<file path="config.mk">
export PLATFORM = sky130hd
export DESIGN_NAME = hazard_ctrl
export DESIGN_NICKNAME = d
export VERILOG_FILES = /design/src/rtl/hazard_ctrl.sv
export SDC_FILE = /design/constraint.sdc
export NUM_CORES = 1
export LEC_CHECK = 0
export CAP_MARGIN = 40
export CORE_ASPECT_RATIO = 0.75
export CORE_MARGIN = 8
export CORE_UTILIZATION = 35
export DETAILED_ROUTE_END_ITERATION = 7
export PLACE_DENSITY = 0.62
export SYNTH_ARGS = -nofsm -noshare
export SYNTH_HDL_FRONTEND = slang
export SYNTH_SLANG_ARGS = --single-unit
</file>
<file path="constraint.sdc">
create_clock -name clk -period 9.9 [get_ports clk]
set_input_delay 2.475 -clock clk [delete_from_list [all_inputs] [get_ports clk]]
set_output_delay 2.475 -clock clk [all_outputs]
set_load 0.02 [all_outputs]
</file>
<file path="src/rtl/hazard_ctrl.sv">
// hazard_ctrl
//   Pipeline hazard controller for the decode stage. It keeps a scoreboard of
//   in-flight register writes in E/M/W that mirrors the stage registers. The
//   scoreboard drives three things: the F/D stall, the E bubble (CLR_E), and
//   the forwarding source selects for the D and E stage operand muxes.
//
// Ports
//   clk, rst_n             rising-edge clock, asynchronous active-low reset
//   flush                  synchronous flush: kills the D entry and all
//                          scoreboard entries on the next edge
//   valid_D                D instruction is valid
//   read1addr_D/2addr_D    rs / rt addresses in D
//   tuse_rs_D/tuse_rt_D    cycles until rs / rt is consumed (0 = in D)
//   use_rs_D/use_rt_D      instruction reads rs / rt
//   rfwe_D, writeaddr_D    instruction writes the RF, and its destination
//   tnew_D                 cycles from D until the result exists
//   stall_F, stall_D       hold PC / FlowReg_D
//   CLR_E                  bubble into FlowReg_E
//   fwd_rs_D, fwd_rt_D     D operand source: 0 RF, 1 E, 2 M, 3 W
//   fwd_rs_E, fwd_rt_E     E operand source: 0 carried value, 2 M, 3 W
//   stall_cnt              saturating count of stall cycles since reset

module hazard_ctrl #(
  parameter int CNT_W  = 32,
  parameter int REG_AW = 5
) (
  input  logic              clk,
  input  logic              rst_n,
  input  logic              flush,
  input  logic              valid_D,
  input  logic [REG_AW-1:0] read1addr_D,
  input  logic [REG_AW-1:0] read2addr_D,
  input  logic [1:0]        tuse_rs_D,
  input  logic [1:0]        tuse_rt_D,
  input  logic              use_rs_D,
  input  logic              use_rt_D,
  input  logic              rfwe_D,
  input  logic [REG_AW-1:0] writeaddr_D,
  input  logic [1:0]        tnew_D,
  output logic              stall_F,
  output logic              stall_D,
  output logic              CLR_E,
  output logic [1:0]        fwd_rs_D,
  output logic [1:0]        fwd_rt_D,
  output logic [1:0]        fwd_rs_E,
  output logic [1:0]        fwd_rt_E,
  output logic [CNT_W-1:0]  stall_cnt
);

  typedef struct packed {
    logic              v;
    logic              we;
    logic [REG_AW-1:0] addr;
    logic [1:0]        tnew;
  } sb_entry_t;

  sb_entry_t         sb_e, sb_m, sb_w;
  sb_entry_t         e_nxt, m_nxt, w_nxt;
  logic [REG_AW-1:0] rs_e, rt_e;
  logic [2:0]        rs_res, rt_res;
  logic              stall;

  // An entry writes r only if it is live, writes the RF, and r is not $0.
  function automatic logic writes(input sb_entry_t s, input logic [REG_AW-1:0] r);
    return s.v && s.we && (s.addr == r) && (r != '0);
  endfunction

  function automatic logic [1:0] dec(input logic [1:0] t);
    return (t == 2'd0) ? 2'd0 : t - 2'd1;
  endfunction

  // Returns {stall, fwd}. The youngest matching entry alone decides. A
  // match whose value is not ready yet gives fwd=0; stall covers that case.
  // W always holds tnew=0, so a W match can only forward.
  function automatic logic [2:0] d_lookup(input sb_entry_t e,
                                          input sb_entry_t m,
                                          input sb_entry_t w,
                                          input logic [REG_AW-1:0] r,
                                          input logic [1:0] tuse);
    logic       st;
    logic [1:0] fw;
    st = 1'b0;
    fw = 2'd0;
    if (writes(e, r)) begin
      st = (e.tnew > tuse);
      fw = (e.tnew == 2'd0) ? 2'd1 : 2'd0;
    end else if (writes(m, r)) begin
      st = (m.tnew > tuse);
      fw = (m.tnew == 2'd0) ? 2'd2 : 2'd0;
    end else if (writes(w, r)) begin
      fw = (w.tnew == 2'd0) ? 2'd3 : 2'd0;
    end
    return {st, fw};
  endfunction

  // The E operands only look at M and W, so E forwarding is never 1.
  function automatic logic [1:0] e_lookup(input sb_entry_t m,
                                          input sb_entry_t w,
                                          input logic [REG_AW-1:0] r);
    logic [1:0] fw;
    fw = 2'd0;
    if (writes(m, r))      fw = (m.tnew == 2'd0) ? 2'd2 : 2'd0;
    else if (writes(w, r)) fw = (w.tnew == 2'd0) ? 2'd3 : 2'd0;
    return fw;
  endfunction

  always_comb begin
    rs_res   = d_lookup(sb_e, sb_m, sb_w, read1addr_D, tuse_rs_D);
    rt_res   = d_lookup(sb_e, sb_m, sb_w, read2addr_D, tuse_rt_D);
    stall    = valid_D && ((use_rs_D && rs_res[2]) || (use_rt_D && rt_res[2])) && !flush;
    stall_F  = stall;
    stall_D  = stall;
    CLR_E    = stall || flush;
    fwd_rs_D = rs_res[1:0];
    fwd_rt_D = rt_res[1:0];
    fwd_rs_E = sb_e.v ? e_lookup(sb_m, sb_w, rs_e) : 2'd0;
    fwd_rt_E = sb_e.v ? e_lookup(sb_m, sb_w, rt_e) : 2'd0;
  end

  // Next scoreboard contents: each entry advances one stage and its tnew
  // counts down; the new E entry mirrors what FlowReg_E captures.
  always_comb begin
    e_nxt      = '0;
    m_nxt      = sb_e;
    m_nxt.tnew = dec(sb_e.tnew);
    w_nxt      = sb_m;
    w_nxt.tnew = dec(sb_m.tnew);
    if (valid_D && !CLR_E) begin
      e_nxt.v    = 1'b1;
      e_nxt.we   = rfwe_D;
      e_nxt.addr = writeaddr_D;
      e_nxt.tnew = dec(tnew_D);
    end
    if (flush) begin
      e_nxt = '0;
      m_nxt = '0;
      w_nxt = '0;
    end
  end

  always_ff @(posedge clk or negedge rst_n) begin
    if (!rst_n) begin
      sb_e <= '0;
      sb_m <= '0;
      sb_w <= '0;
      rs_e <= '0;
      rt_e <= '0;
    end else begin
      sb_e <= e_nxt;
      sb_m <= m_nxt;
      sb_w <= w_nxt;
      // Unused sources are parked on $0 so they can never select a forward.
      rs_e <= use_rs_D ? read1addr_D : '0;
      rt_e <= use_rt_D ? read2addr_D : '0;
    end
  end

  // stall is already low during a flush, so a flush edge never counts.
  always_ff @(posedge clk or negedge rst_n) begin
    if (!rst_n) begin
      stall_cnt <= '0;
    end else if (stall && (stall_cnt != '1)) begin
      stall_cnt <= stall_cnt + CNT_W'(1);
    end
  end

endmodule
</file>
==> metrics <==
largest driver fanout on the critical path=5; layout cells sized above 1=12.72%; number of clock sinks=69; number of storage elements in the synthesis netlist=69; Warnings, synthesis=0; Max Clock Freq=129.9 MHz; root buffer cell=sky130_fd_sc_hd__clkbuf_16; via count of the first global-routing pass=3118; number of cells on the worst reg-to-reg path=8; share of the clock period used by the worst path after layout=77.79%; Worst Path Required=7430 ps; HPWL after DPL=7525 µm; post-DR wirelength/cell=17.15 µm; areal power density over the cells=126.0 nW/µm²; static leakage=2.258 nW; synthesized area=4035 µm²; Synth-to-Final Area Change=26.98%; endpoint of the worst register-to-register path=stall_cnt[1]$_DFFE_PN0P_; number of buffers inserted by port buffering=70; kind of start point of the critical path=input pin; final setup slack of the worst path=2199 ps; floorplan die area=15260 µm²; number of fill cells=1077; vias per std cell=5.057; wire length reported by the detailed router=10160 µm; async set-or-reset flop fraction in the synthesized netlist=100.0%; area after detailed placement=4845 µm²; Sw Pwr=150.5 µW; htree depth=3; measured slew at the worst slew-check pin=796.2 ps; Setup Slack @ Placement=2186 ps; floorplan die height=109.0 µm; sequential fraction of the synthesis area=42.79%; number of placed cells counting well taps=576; unrepaired setup endpoints after global routing=no; Seq pwr share=45.6%; result of the run=completed; Max-Slew Margin vs Limit=46.75%; routability congestion estimate=0.8585; All-Layer GR Usage=13.76%; WS Path Type=input pin to primary output; Crit path arrival time=5230 ps; horizontal extent of the die=140.0 µm; CTS tree=built; Inserted Clock Buffers=9; number of hold-slack violations in the final timing report=0; final cell area excluding filler cells=5124 µm²; Layout Skew=4.878 ps; shortest period the worst path allows=7701 ps; largest net degree at the start of global routing=53; Most used DFF post-synth=sky130_fd_sc_hd__dfrtp_1; instance count of the mapped netlist=374; Resized Gates After CTS=0; Vias=2994; Hold Crit Start=sb_e[0]$_DFF_PN0_; Clk pin slew, worst setup/hold paths=50 ps; clock share of power=46.3%; antenna diode count=0; non-filler instance count after layout=592; max_cap viols=0; post-route antenna net violation count=0; Avg Inst Size Synth=10.79 µm²; number of unique standard cell types used by synthesis=47; launch point of the worst reg-to-reg path=sb_m[3]$_DFF_PN0_; Setup crit end kind=primary output; number of synthesized flops with an enable pin=0; Core Rows=34; First DRT Iteration DRCs=205; 1st-pass router iterations=4; I/O pin count=71; Setup TNS=0 ps; DRC violation count after routing=0; WHS Endpoint=sb_m[0]$_DFF_PN0_; total power consumption of the routed design=645.6 µW; maximum resistive drop on vdd=91.08 µV; Int Pwr=495.1 µW; switching part of the total=23.31%; portion of total power attributed to combinational logic=8.1%; wire length of the first global-routing pass=16460 µm; net count reported at finish=480; reg2reg setup slack=6890 ps; antenna violations before repair=0; core region area=11400 µm²; CTS hold repair buffers=0; final setup violating endpoints=0; Bufs on Longest Clock Path=2; number of instances on the worst hold path=1; class of the most critical hold timing path=flop to flop; final global-route overflow total=0; Initial Utilization=35.39%; worst skew pair latency=330 ps; Setup Buffers After CTS=0; number of max-slew violations in the final report=0; Post-Synthesis Net Count=411
logic make-up after synthesis:
logic type      share of synthesized area (%)
xor+xnor                                17.15
simple gates                            29.80
fa+ha+maj                               2.791
compound gates                          2.573
buf+inv                                 4.124
flops                                   42.79
mux                                    0.7752
per-layer routing:
| layer | GRT usage, % | wire [µm] | vias up |
|---|---|---|---|
| li1 | - | - | 1449 |
| met1 | 17.53 | 4882 | 1466 |
| met2 | 21.89 | 4591 | 70 |
| met3 | 4.812 | 565 | 9 |
| met4 | 3.938 | 115 | 0 |
| met5 | 0 | 0 | - |
stage by stage:
step | util [%] | hold WS (ps)
after detailed placement | 42.49 | 451.1
after floorplan | - | 423.1
after global placement | 42.25 | 440.6
final | 44.94 | 452.6
after global routing | 44.94 | 477.0
after CTS | 44.94 | 455.5
layout make-up:
class / instances / area [µm²] / area share, %
Multi-Input combinational cell: 279 / 2151 / 41.98
Clock inverter: 4 / 22.52 / 0.4396
Timing Repair Buffer: 75 / 753.2 / 14.70
Clock buffer: 12 / 256.5 / 5.006
Inverter: 9 / 33.78 / 0.6593
Sequential cell: 69 / 1727 / 33.70
Tap cell: 144 / 180.2 / 3.516
power groups by stage:
stage | sequential [mW] | combinational (mW) | clock [mW]
finish | 0.294 | 0.0525 | 0.299
global route | 0.295 | 0.0584 | 0.318
CTS | 0.294 | 0.0533 | 0.305
detailed placement | 0.299 | 0.0528 | 0
global placement | 0.299 | 0.0507 | 0
floorplan | 0.297 | 0.0261 | 0
flip-flops by register name (all words and copies together), names as in the netlist:
register   flops
sb_w           9
stall_cnt     32
rs_e           5
sb_e           9
rt_e           5
sb_m           9
critical path, cell delays in order:
cell and delay, ps:
sky130_fd_sc_hd__clkdlybuf4s50_1 590, sky130_fd_sc_hd__xnor2_1 150, sky130_fd_sc_hd__nand4_1 130, sky130_fd_sc_hd__or4_4 540
sky130_fd_sc_hd__or3_1 360, sky130_fd_sc_hd__o2111a_2 200, sky130_fd_sc_hd__nor2_1 140, sky130_fd_sc_hd__clkdlybuf4s50_1 640
synthesized netlist by cell type, types with 3 or more instances:
library cell / n / share of area [%]
sky130_fd_sc_hd__a21oi_1: 3 / 0.37
sky130_fd_sc_hd__and2_1: 11 / 1.7
sky130_fd_sc_hd__and3_1: 12 / 1.9
sky130_fd_sc_hd__buf_6: 8 / 2.2
sky130_fd_sc_hd__clkbuf_1: 5 / 0.47
sky130_fd_sc_hd__dfrtp_1: 69 / 43
sky130_fd_sc_hd__ha_1: 9 / 2.8
sky130_fd_sc_hd__inv_1: 9 / 0.84
sky130_fd_sc_hd__nand2_1: 23 / 2.1
sky130_fd_sc_hd__nand3_1: 12 / 1.5
sky130_fd_sc_hd__nand4_1: 18 / 2.8
sky130_fd_sc_hd__nor2_1: 18 / 1.7
sky130_fd_sc_hd__nor2b_1: 16 / 2.5
sky130_fd_sc_hd__nor3_1: 10 / 1.2
sky130_fd_sc_hd__nor3b_1: 4 / 0.74
sky130_fd_sc_hd__nor4_1: 6 / 0.93
sky130_fd_sc_hd__nor4_2: 17 / 5.3
sky130_fd_sc_hd__nor4_4: 4 / 2.1
sky130_fd_sc_hd__or4_1: 7 / 1.3
sky130_fd_sc_hd__xnor2_1: 26 / 5.6
sky130_fd_sc_hd__xor2_1: 53 / 12
cells in the final DEF (no fill, tap or decap), types with 3 or more instances in the layout:
cell type,synthesis,layout
sky130_fd_sc_hd__buf_4,2,4
sky130_fd_sc_hd__and2_1,11,11
sky130_fd_sc_hd__xnor2_1,26,26
sky130_fd_sc_hd__clkbuf_16,0,9
sky130_fd_sc_hd__or4_1,7,7
sky130_fd_sc_hd__clkdlybuf4s50_1,0,69
sky130_fd_sc_hd__nor2_1,18,18
sky130_fd_sc_hd__nand4_1,18,18
sky130_fd_sc_hd__xor2_1,53,53
sky130_fd_sc_hd__nor2b_1,16,16
sky130_fd_sc_hd__nor3b_1,4,4
sky130_fd_sc_hd__inv_1,9,9
sky130_fd_sc_hd__dfrtp_1,69,69
sky130_fd_sc_hd__ha_1,9,9
sky130_fd_sc_hd__nand3_1,12,12
sky130_fd_sc_hd__and3_1,12,12
sky130_fd_sc_hd__nor3_1,10,10
sky130_fd_sc_hd__nor4_4,4,5
sky130_fd_sc_hd__nor4_1,6,6
sky130_fd_sc_hd__nand2_1,23,23
sky130_fd_sc_hd__clkinv_2,0,3
sky130_fd_sc_hd__a21oi_1,3,3
sky130_fd_sc_hd__nor4_2,17,16
how the worst max path moves through the flow:
stage / cells after the start / slack (ps) / from / endpoint
2_1_floorplan: 8 / 2900 / read2addr_D[1] / stall_F
3_3_place_gp: 8 / 2250 / read2addr_D[2] / stall_D
5_1_grt: 8 / 2070 / read2addr_D[3] / stall_F
4_1_cts: 8 / 2180 / read2addr_D[1] / stall_F
6_report: 8 / 2200 / read2addr_D[1] / stall_F
3_5_place_dp: 8 / 2190 / read2addr_D[1] / stall_F
Power figures use the tool's default switching activity.
